[config.mk]
export PLATFORM = sky130hd
export DESIGN_NAME = search_arb
export DESIGN_NICKNAME = d
export VERILOG_FILES = /design/src/rtl/search_arb.sv
export SDC_FILE = /design/constraint.sdc
export NUM_CORES = 1
export LEC_CHECK = 0
export CORE_ASPECT_RATIO = 0.8
export CORE_UTILIZATION = 37
export DETAILED_ROUTE_END_ITERATION = 16
export PLACE_DENSITY_LB_ADDON = 0.1
export SYNTH_ARGS = -nofsm -noshare
export SYNTH_HDL_FRONTEND = slang
export SYNTH_SLANG_ARGS = --single-unit
[constraint.sdc]
create_clock -name clk_i -period 4.18 [get_ports clk_i]
set_input_delay 0.627 -clock clk_i [delete_from_list [all_inputs] [get_ports clk_i]]
set_output_delay 0.627 -clock clk_i [all_outputs]
set_load 0.1 [all_outputs]
[src/rtl/search_arb.sv]
// Round-robin arbiter sharing one rule-search engine between requesters.
// One search in flight at a time; all outputs registered, with a response timeout.
module search_arb #(
    parameter int unsigned C_NUM_REQ        = 4,
    parameter int unsigned C_NUM_TABLE      = 4,
    parameter int unsigned C_RULE_WIDTH     = 24,
    parameter int unsigned C_MEM_DATA_WIDTH = 56,
    parameter int unsigned C_MEM_ADDR_WIDTH = 8,
    parameter int unsigned C_TIMEOUT        = 64
) (
    input  logic                                     clk_i,
    input  logic                                     rstn_i,
    input  logic [C_NUM_REQ-1:0]                     req_i,
    input  logic [C_NUM_REQ*C_RULE_WIDTH-1:0]        req_key_i,
    output logic [C_NUM_REQ-1:0]                     gnt_o,
    output logic [C_NUM_REQ-1:0]                     rsp_vd_o,
    output logic                                     rsp_hit_o,
    output logic                                     rsp_tout_o,
    output logic [3:0]                               rsp_tab_o,
    output logic [C_MEM_ADDR_WIDTH-1:0]              rsp_addr_o,
    output logic [C_MEM_DATA_WIDTH-C_RULE_WIDTH-1:0] rsp_data_o,
    output logic                                     search_o,
    output logic [C_RULE_WIDTH-1:0]                  key_o,
    input  logic [C_NUM_TABLE-1:0]                   busy_i,
    input  logic                                     hit_vd_i,
    input  logic                                     hit_i,
    input  logic [3:0]                               hit_tab_i,
    input  logic [C_MEM_ADDR_WIDTH-1:0]              hit_addr_i,
    input  logic [C_MEM_DATA_WIDTH-C_RULE_WIDTH-1:0] hit_data_i,
    output logic                                     err_stray_o
);
    localparam int unsigned DW = C_MEM_DATA_WIDTH - C_RULE_WIDTH;
    localparam int unsigned PW = (C_NUM_REQ > 1) ? $clog2(C_NUM_REQ) : 1;
    localparam int unsigned CW = $clog2(C_TIMEOUT);

    typedef enum logic {S_IDLE, S_WAIT} state_t;

    state_t                r_state, w_state_nxt;
    logic [PW-1:0]         r_ptr, w_ptr_nxt;
    logic [PW-1:0]         r_owner, w_owner_nxt;
    logic [CW-1:0]         r_cnt, w_cnt_nxt;
    logic [C_NUM_REQ-1:0]  r_gnt, w_gnt_nxt;
    logic [C_NUM_REQ-1:0]  r_rsp_vd, w_rsp_vd_nxt;
    logic                  r_search, w_search_nxt;
    logic                  r_hit, w_hit_nxt;
    logic                  r_tout, w_tout_nxt;
    logic                  r_stray, w_stray_nxt;
    logic [3:0]            r_tab, w_tab_nxt;
    logic [C_MEM_ADDR_WIDTH-1:0] r_addr, w_addr_nxt;
    logic [DW-1:0]         r_data, w_data_nxt;
    logic [C_RULE_WIDTH-1:0] r_key, w_key_nxt;

    logic                  w_found;
    logic [PW-1:0]         w_win;
    logic [PW-1:0]         w_scan;
    logic [PW-1:0]         w_ptr_adv;
    logic [C_NUM_REQ-1:0]  w_owner_oh;

    // Walk the request vector starting at the pointer, wrapping at C_NUM_REQ.
    always_comb begin
        w_found = 1'b0;
        w_win   = '0;
        w_scan  = r_ptr;
        for (int unsigned i = 0; i < C_NUM_REQ; i++) begin
            if (!w_found && req_i[w_scan]) begin
                w_found = 1'b1;
                w_win   = w_scan;
            end
            w_scan = (w_scan == PW'(C_NUM_REQ - 1)) ? '0 : w_scan + PW'(1);
        end
    end

    always_comb begin
        w_owner_oh          = '0;
        w_owner_oh[r_owner] = 1'b1;
        w_ptr_adv = (r_owner == PW'(C_NUM_REQ - 1)) ? '0 : r_owner + PW'(1);
    end

    always_comb begin
        w_state_nxt  = r_state;
        w_ptr_nxt    = r_ptr;
        w_owner_nxt  = r_owner;
        w_cnt_nxt    = r_cnt;
        w_gnt_nxt    = '0;
        w_rsp_vd_nxt = '0;
        w_search_nxt = 1'b0;
        w_stray_nxt  = 1'b0;
        w_hit_nxt    = r_hit;
        w_tout_nxt   = r_tout;
        w_tab_nxt    = r_tab;
        w_addr_nxt   = r_addr;
        w_data_nxt   = r_data;
        w_key_nxt    = r_key;
        case (r_state)
            S_IDLE: begin
                w_stray_nxt = hit_vd_i;
                // The cycle a response is presented is not a sample cycle.
                if (w_found && busy_i == '0 && r_rsp_vd == '0) begin
                    w_gnt_nxt        = '0;
                    w_gnt_nxt[w_win] = 1'b1;
                    w_search_nxt     = 1'b1;
                    w_key_nxt        = req_key_i[w_win*C_RULE_WIDTH +: C_RULE_WIDTH];
                    w_owner_nxt      = w_win;
                    w_cnt_nxt        = '0;
                    w_state_nxt      = S_WAIT;
                end
            end
            S_WAIT: begin
                if (hit_vd_i) begin
                    w_rsp_vd_nxt = w_owner_oh;
                    w_hit_nxt    = hit_i;
                    w_tout_nxt   = 1'b0;
                    w_tab_nxt    = hit_tab_i;
                    w_addr_nxt   = hit_addr_i;
                    w_data_nxt   = hit_data_i;
                    w_ptr_nxt    = w_ptr_adv;
                    w_state_nxt  = S_IDLE;
                end else if (r_cnt == CW'(C_TIMEOUT - 1)) begin
                    w_rsp_vd_nxt = w_owner_oh;
                    w_hit_nxt    = 1'b0;
                    w_tout_nxt   = 1'b1;
                    w_tab_nxt    = '0;
                    w_addr_nxt   = '0;
                    w_data_nxt   = '0;
                    w_ptr_nxt    = w_ptr_adv;
                    w_state_nxt  = S_IDLE;
                end else begin
                    w_cnt_nxt = r_cnt + CW'(1);
                end
            end
            default: w_state_nxt = S_IDLE;
        endcase
    end

    always_ff @(posedge clk_i or negedge rstn_i) begin
        if (!rstn_i) begin
            r_state  <= S_IDLE;
            r_ptr    <= '0;
            r_owner  <= '0;
            r_cnt    <= '0;
            r_gnt    <= '0;
            r_rsp_vd <= '0;
            r_search <= 1'b0;
            r_stray  <= 1'b0;
            r_hit    <= 1'b0;
            r_tout   <= 1'b0;
            r_tab    <= '0;
            r_addr   <= '0;
            r_data   <= '0;
            r_key    <= '0;
        end else begin
            r_state  <= w_state_nxt;
            r_ptr    <= w_ptr_nxt;
            r_owner  <= w_owner_nxt;
            r_cnt    <= w_cnt_nxt;
            r_gnt    <= w_gnt_nxt;
            r_rsp_vd <= w_rsp_vd_nxt;
            r_search <= w_search_nxt;
            r_stray  <= w_stray_nxt;
            r_hit    <= w_hit_nxt;
            r_tout   <= w_tout_nxt;
            r_tab    <= w_tab_nxt;
            r_addr   <= w_addr_nxt;
            r_data   <= w_data_nxt;
            r_key    <= w_key_nxt;
        end
    end

    assign gnt_o       = r_gnt;
    assign rsp_vd_o    = r_rsp_vd;
    assign rsp_hit_o   = r_hit;
    assign rsp_tout_o  = r_tout;
    assign rsp_tab_o   = r_tab;
    assign rsp_addr_o  = r_addr;
    assign rsp_data_o  = r_data;
    assign search_o    = r_search;
    assign key_o       = r_key;
    assign err_stray_o = r_stray;

endmodule

==> results.cfg, run 1 <==
[timing]
final_max_slew_viol_count = 0
hold_violations = 0
timing.fmax_mhz = 304
setup-violations-final = 0
setup_tns_ps = 0
relSlewSlack_pct = 31.4
worstMarginPinSlew_ps = 1030
clock_skew_ps = 13.3
fin_crit_ps = 3290
rsz0062_at_grt = false
finalWorstSetupSlack_ps = 889
finalCritPeriodShare_pct = 78.7

[drt]
antenna_left = 0
vias_per_cell = 5.50
drt-total-wl_um = 14800
wl_per_cell_um = 18.3
drc_errors = 0
vias = 4444
drt_iter0_drc = 317
drt-pass1-iter-count = 4

[floorplanning]
die_w_um = 124
core_area_um2 = 11600
start_util_pct = 38.3
rows = 35
die-area_um2 = 12400
dieHeight_um = 100
io_pins = 232

[finish]
post-route-util_pct = 61.8
drive_gt1_share_pct = 6.36
layout_commonest_cell = clkdlybuf4s50_1
num_antenna_cells = 0
final_cell_mix = clkdlybuf4s50_1 (230), dfrtp_1 (91), nand2_1 (75), a22o_1 (47), nor2_1 (37)
nets = 813
instances_no_fill = 808
area_delta_synth_final_pct = 61.7

[run_status]
status = finished, final reports clean

[logic_synthesis]
synth_area_um2 = 4440
ys_types = 48
seq_area_frac_synth_pct = 51.3
avgSynthCellArea_um2 = 10.1
synth_edf_count = 0
async_flop_share_pct = 100
synth_seq_cells = 91
synthTopCellsByArea = dfrtp_1 (51%), a22o_1 (9.3%), nand2_1 (6.3%)
synth_cells = 441
syn_nets = 599
synth_warnings = 0
synth_top_cell_by_area = dfrtp_1
synth-main-ff-cell = dfrtp_1
synth_top_area_share_pct = 51.3

[worst_setup_path]
worstPathMaxFanout = 20
critical_path_buf_inv_count = 1
end_kind = register
crit_chain = ha_1, nor2_4, or4b_1, a311oi_1, or2_1, buf_4, a2111oi_0, a311oi_1
critical_path.top_delay_family = simple AND/OR/NAND/NOR gates
required_ps = 4420
worstSetupPathType = reg -> reg
reg2reg_setup_slack_ps = 890
max_stage_delay_ps = 580
cp.arrival_ps = 3530
cpMostUsedCell = a311oi_1
startpoint_type = register
cpMaxStageDelayCell = dfrtp_1

[run]
maxCapViolations = 0

[placement]
dp_slack_ps = 720
place.gp.congestion = 0.861
placed_cells = 792
io_buffers = 231
hpwl_um = 10500

[global_route]
grt_pass1_vias = 4460
grt_overflow_total = 0
grt_pass1_wl_um = 23300
grt_max_degree = 61
track_usage_pct = 23.8
antenna_found_initial = 0

[clocking]
cts_tree = yes
cts.sinks = 91
clk_pin_slew_ps = 70
cts_resized = 0
cts-buffers-inserted = 9
post-cts-setup-buffer-count = 0
clock_latency_ps = 340
htree_levels = 3
cts_max_path_buffers = 2
clock-root-buffer = clkbuf_16
holdBufCountCts = 0

[min_path]
min_path_type = in -> async
[cell usage after synthesis, types with 4 or more instances]
cell       count
a2111oi_0     23
nor2_1        37
and3_1         4
a311oi_1      23
dfrtp_1       91
clkbuf_1      33
a21oi_1       29
nand2_1       75
mux2_2         4
o21ai_0        5
ha_1           6
a22o_1        47
nor3_1         4
inv_1          8
buf_2          4
[metal layers]
| metal | global-route usage (%) | vias up | part of all wire [%] |
|---|---|---|---|
| met5 | 0 | - | 0 |
| met4 | 8.16 | 0 | 2.1 |
| met3 | 6.29 | 24 | 7.1 |
| met2 | 38.0 | 191 | 48 |
| met1 | 31.4 | 2169 | 43 |
| li1 | - | 2060 | - |
[final timing paths]
kind | startpoint | to | cells past startpoint
worst max-delay path | r_ptr[0] | key_o[7] | 8
worst min-delay path | rstn_i | rsp_data_o[11] | 1
worst max register to register | r_ptr[0] | key_o[7] | 8
worst min register to register | rsp_tout_o | rsp_tout_o | 2
max in group asynchronous | rstn_i | rsp_data_o[27] | 2
min in group clk_i | rsp_tout_o | rsp_tout_o | 2
[final cells by class]
class                      instances  area (um^2)
clock buffer                       9          225
clock inverter                     7         82.6
fill                             945         4430
inverter                           9         33.8
multi-input combinational        300         1970
sequential                        91         2280
tap                              148          185
timing repair buffer             244         2410
[flip-flops by register name, summed over array words and instances (netlist names)]
name and cells:
r_owner 2, key_o 24, rsp_tab_o 4, r_cnt 6, r_ptr 2, rsp_data_o 32, err_stray_o 1, rsp_tout_o 1
rsp_hit_o 1, search_o 1, r_state 1, gnt_o 4, rsp_addr_o 8, rsp_vd_o 4
[cells by family (layout without fill, tap and decap cells)]
logic type               Yosys count  after routing  share of synthesized area (%)
AO/OA/AOI/OAI                    144            144                           25.8
buffers and inverters             50            269                           4.93
flip-flops                        91             91                           51.3
adder cells (fa/ha/maj)            7              7                           1.92
XOR/XNOR                           3              3                          0.592
AND/OR/NAND/NOR                  138            138                           13.3
multiplexers                       8              8                           2.20
[metrics by stage]
| stage | hold slack [ps] | area [um^2] |
|---|---|---|
| 2_1_floorplan | 331 | 4440 |
| 3_3_place_gp | 483 | 6870 |
| 3_5_place_dp | 487 | 6870 |
| 4_1_cts | 375 | 7180 |
| 5_1_grt | 405 | 7180 |
| 6_report | 342 | 7180 |
[worst register-to-register path: stages, from the launching register on]
cell and delay (ps):
dfrtp_1 580, ha_1 400, nor2_4 220, or4b_1 480
a311oi_1 270, or2_1 460, buf_4 360, a2111oi_0 120
a311oi_1 300
Power of run 1 is left out: the tool's default activity adds up to more than one toggle a clock period on the data nets, which glitch-free logic cannot reach.
==> inputs of run 2 (changes only) <==
--- a/config.mk
+++ b/config.mk
@@ -6,7 +6,7 @@
 export NUM_CORES = 1
 export LEC_CHECK = 0
 export CORE_ASPECT_RATIO = 0.8
-export CORE_UTILIZATION = 37
+export CORE_UTILIZATION = 36
 export DETAILED_ROUTE_END_ITERATION = 16
 export PLACE_DENSITY_LB_ADDON = 0.1
 export SYNTH_ARGS = -nofsm -noshare
==> constraint.sdc (replaced) <==
create_clock -name clk_i -period 2.8 [get_ports clk_i]
set_input_delay 0.42 -clock clk_i [delete_from_list [all_inputs] [get_ports clk_i]]
set_output_delay 0.42 -clock clk_i [all_outputs]
set_load 0.1 [all_outputs]
==> run 2 against run 1 <==
Compared with the run above: global-route usage down 1.6 points; final cell count increased by 1.9%; fmax increased by 25%; register-to-register slack got worse by 730 ps; design area about the same; first-iteration DRC count is 4.4% lower; utilization fell by 0.91 points; die area up 2.7%; worst hold slack worse by 230 ps; critical path depth up 1; highest routed layer unchanged.
==> results.cfg, run 2 (synthesis results as in run 1) <==
[run_status]
status = finished, final reports clean

[timing]
finalWorstSetupSlack_ps = 158
final_max_slew_viol_count = 0
hold_violations = 0
timing.fmax_mhz = 379
rsz0062_at_grt = false
worstMarginPinSlew_ps = 687
setup-violations-final = 0
finalCritPeriodShare_pct = 94.3
relSlewSlack_pct = 54.2
fin_crit_ps = 2640
clock_skew_ps = 6.21

[worst_setup_path]
cp.arrival_ps = 2870
worstSetupPathType = reg -> reg
end_kind = register
max_stage_delay_ps = 460
critical_path_buf_inv_count = 2
required_ps = 3030
critical_path.top_delay_family = simple AND/OR/NAND/NOR gates
worstPathMaxFanout = 23
rr_worst_depth = 9
cpMaxStageDelayCell = or4b_1
startpoint_type = register
cp.depth = 9
crit_chain = ha_1, nor2_4, or4b_1, a311oi_2, or2_4, inv_2, and2_1, buf_12, a311oi_1

[floorplanning]
rows = 35
core_area_um2 = 11800
start_util_pct = 37.7
die_w_um = 126
die-area_um2 = 12800
io_pins = 232
dieHeight_um = 101

[placement]
dp_slack_ps = -108
hpwl_um = 10100
place.gp.congestion = 0.818
io_buffers = 231

[finish]
num_antenna_cells = 0
drive_gt1_share_pct = 20.4
layout_commonest_cell = clkdlybuf4s50_1
area_delta_synth_final_pct = 61.7
largest_register_ffs = 32
nets = 829
final_cell_mix = clkdlybuf4s50_1 (150), buf_4 (102), dfrtp_1 (91), nand2_1 (75), a22o_1 (47)

[drt]
drc_errors = 0
wl_per_cell_um = 17.1
dr_wl_met2_um = 6500
routed-wl-met3_um = 796
vias_per_cell = 5.34
antenna_left = 0
drt_iter0_drc = 303
m1WireLength_um = 6470
drt-pass1-iter-count = 4
highest_layer = met4
vias = 4396
drt-total-wl_um = 14100

[min_path]
min_path_type = in -> async

[clocking]
clock_latency_ps = 340
clk_pin_slew_ps = 70
cts_tree = yes
htree_levels = 3
cts-buffers-inserted = 9
post-cts-setup-buffer-count = 0
cts_max_path_buffers = 2
clock-root-buffer = clkbuf_16
cts.sinks = 91

[global_route]
antenna_found_initial = 0
grt_pass1_wl_um = 22100
grt_pass1_vias = 4297
track_usage_pct = 22.2
grt_max_degree = 54
grt_overflow_total = 0

[run]
maxCapViolations = 0
run 2: changes by cell type in the layout (fill, tap and decap cells not counted), moves of 2 or more:
cell	previous run	this run
inv_8	2	0
inv_6	2	0
clkbuf_8	0	2
buf_4	14	102
clkdlybuf4s50_1	230	150
buf_12	0	8
run 2: repair_timing:
action | CTS | global route
hold buffers | 0 | 0
setup endpoints to repair | 0 | 22
hold endpoints to repair | 0 | 0
gates resized for setup | 0 | 2
run 2: routing by layer:
layer / global-route usage [%] / vias to the layer above
met5: 0 / -
met4: 8.25 / 0
met3: 4.81 / 23
met2: 35.0 / 152
met1: 30.2 / 2123
li1: - / 2098
run 2: worst register-to-register path, stage by stage, from the launching register on:
cell      delay (ps)
dfrtp_1          380
ha_1             280
nor2_4           210
or4b_1           460
a311oi_2         350
or2_4            200
inv_2             50
and2_1           180
buf_12           170
a311oi_1         260
run 2: per-stage QoR:
| step | cell area, um^2 | hold WS [ps] | setup TNS (ps) | std cells | util, % |
|---|---|---|---|---|---|
| 4_1_cts | 7170 | 143 | 0 | 823 | 60.9 |
| 6_report | 7180 | 111 | 0 | 823 | 60.9 |
| 3_5_place_dp | 6890 | 492 | -1110 | 808 | 58.5 |
| 5_1_grt | 7180 | 172 | 0 | 823 | 60.9 |
| 3_3_place_gp | 6890 | 488 | -12.0 | 808 | 58.5 |
| 2_1_floorplan | 4440 | 124 | 0 | 441 | - |
run 2: final timing paths:
check                         startpoint             end  slack [ps]
max                             r_ptr[0]        key_o[0]         160
min                               rstn_i   rsp_addr_o[1]         110
max reg2reg                     r_ptr[0]        key_o[0]         160
min reg2reg                rsp_addr_o[4]   rsp_addr_o[4]         510
max in group asynchronous         rstn_i  rsp_data_o[21]        1980
min in group clk_i         rsp_addr_o[4]   rsp_addr_o[4]         510
run 2: cell type report:
cell class,count,area [um^2]
timing repair buffer,260,2430
clock inverter,3,23.8
clock buffer,12,256
multi-input combinational,300,1970
sequential,91,2280
inverter,9,33.8
fill,1003,4600
tap,148,185
Power of run 2 is left out for the same reason.
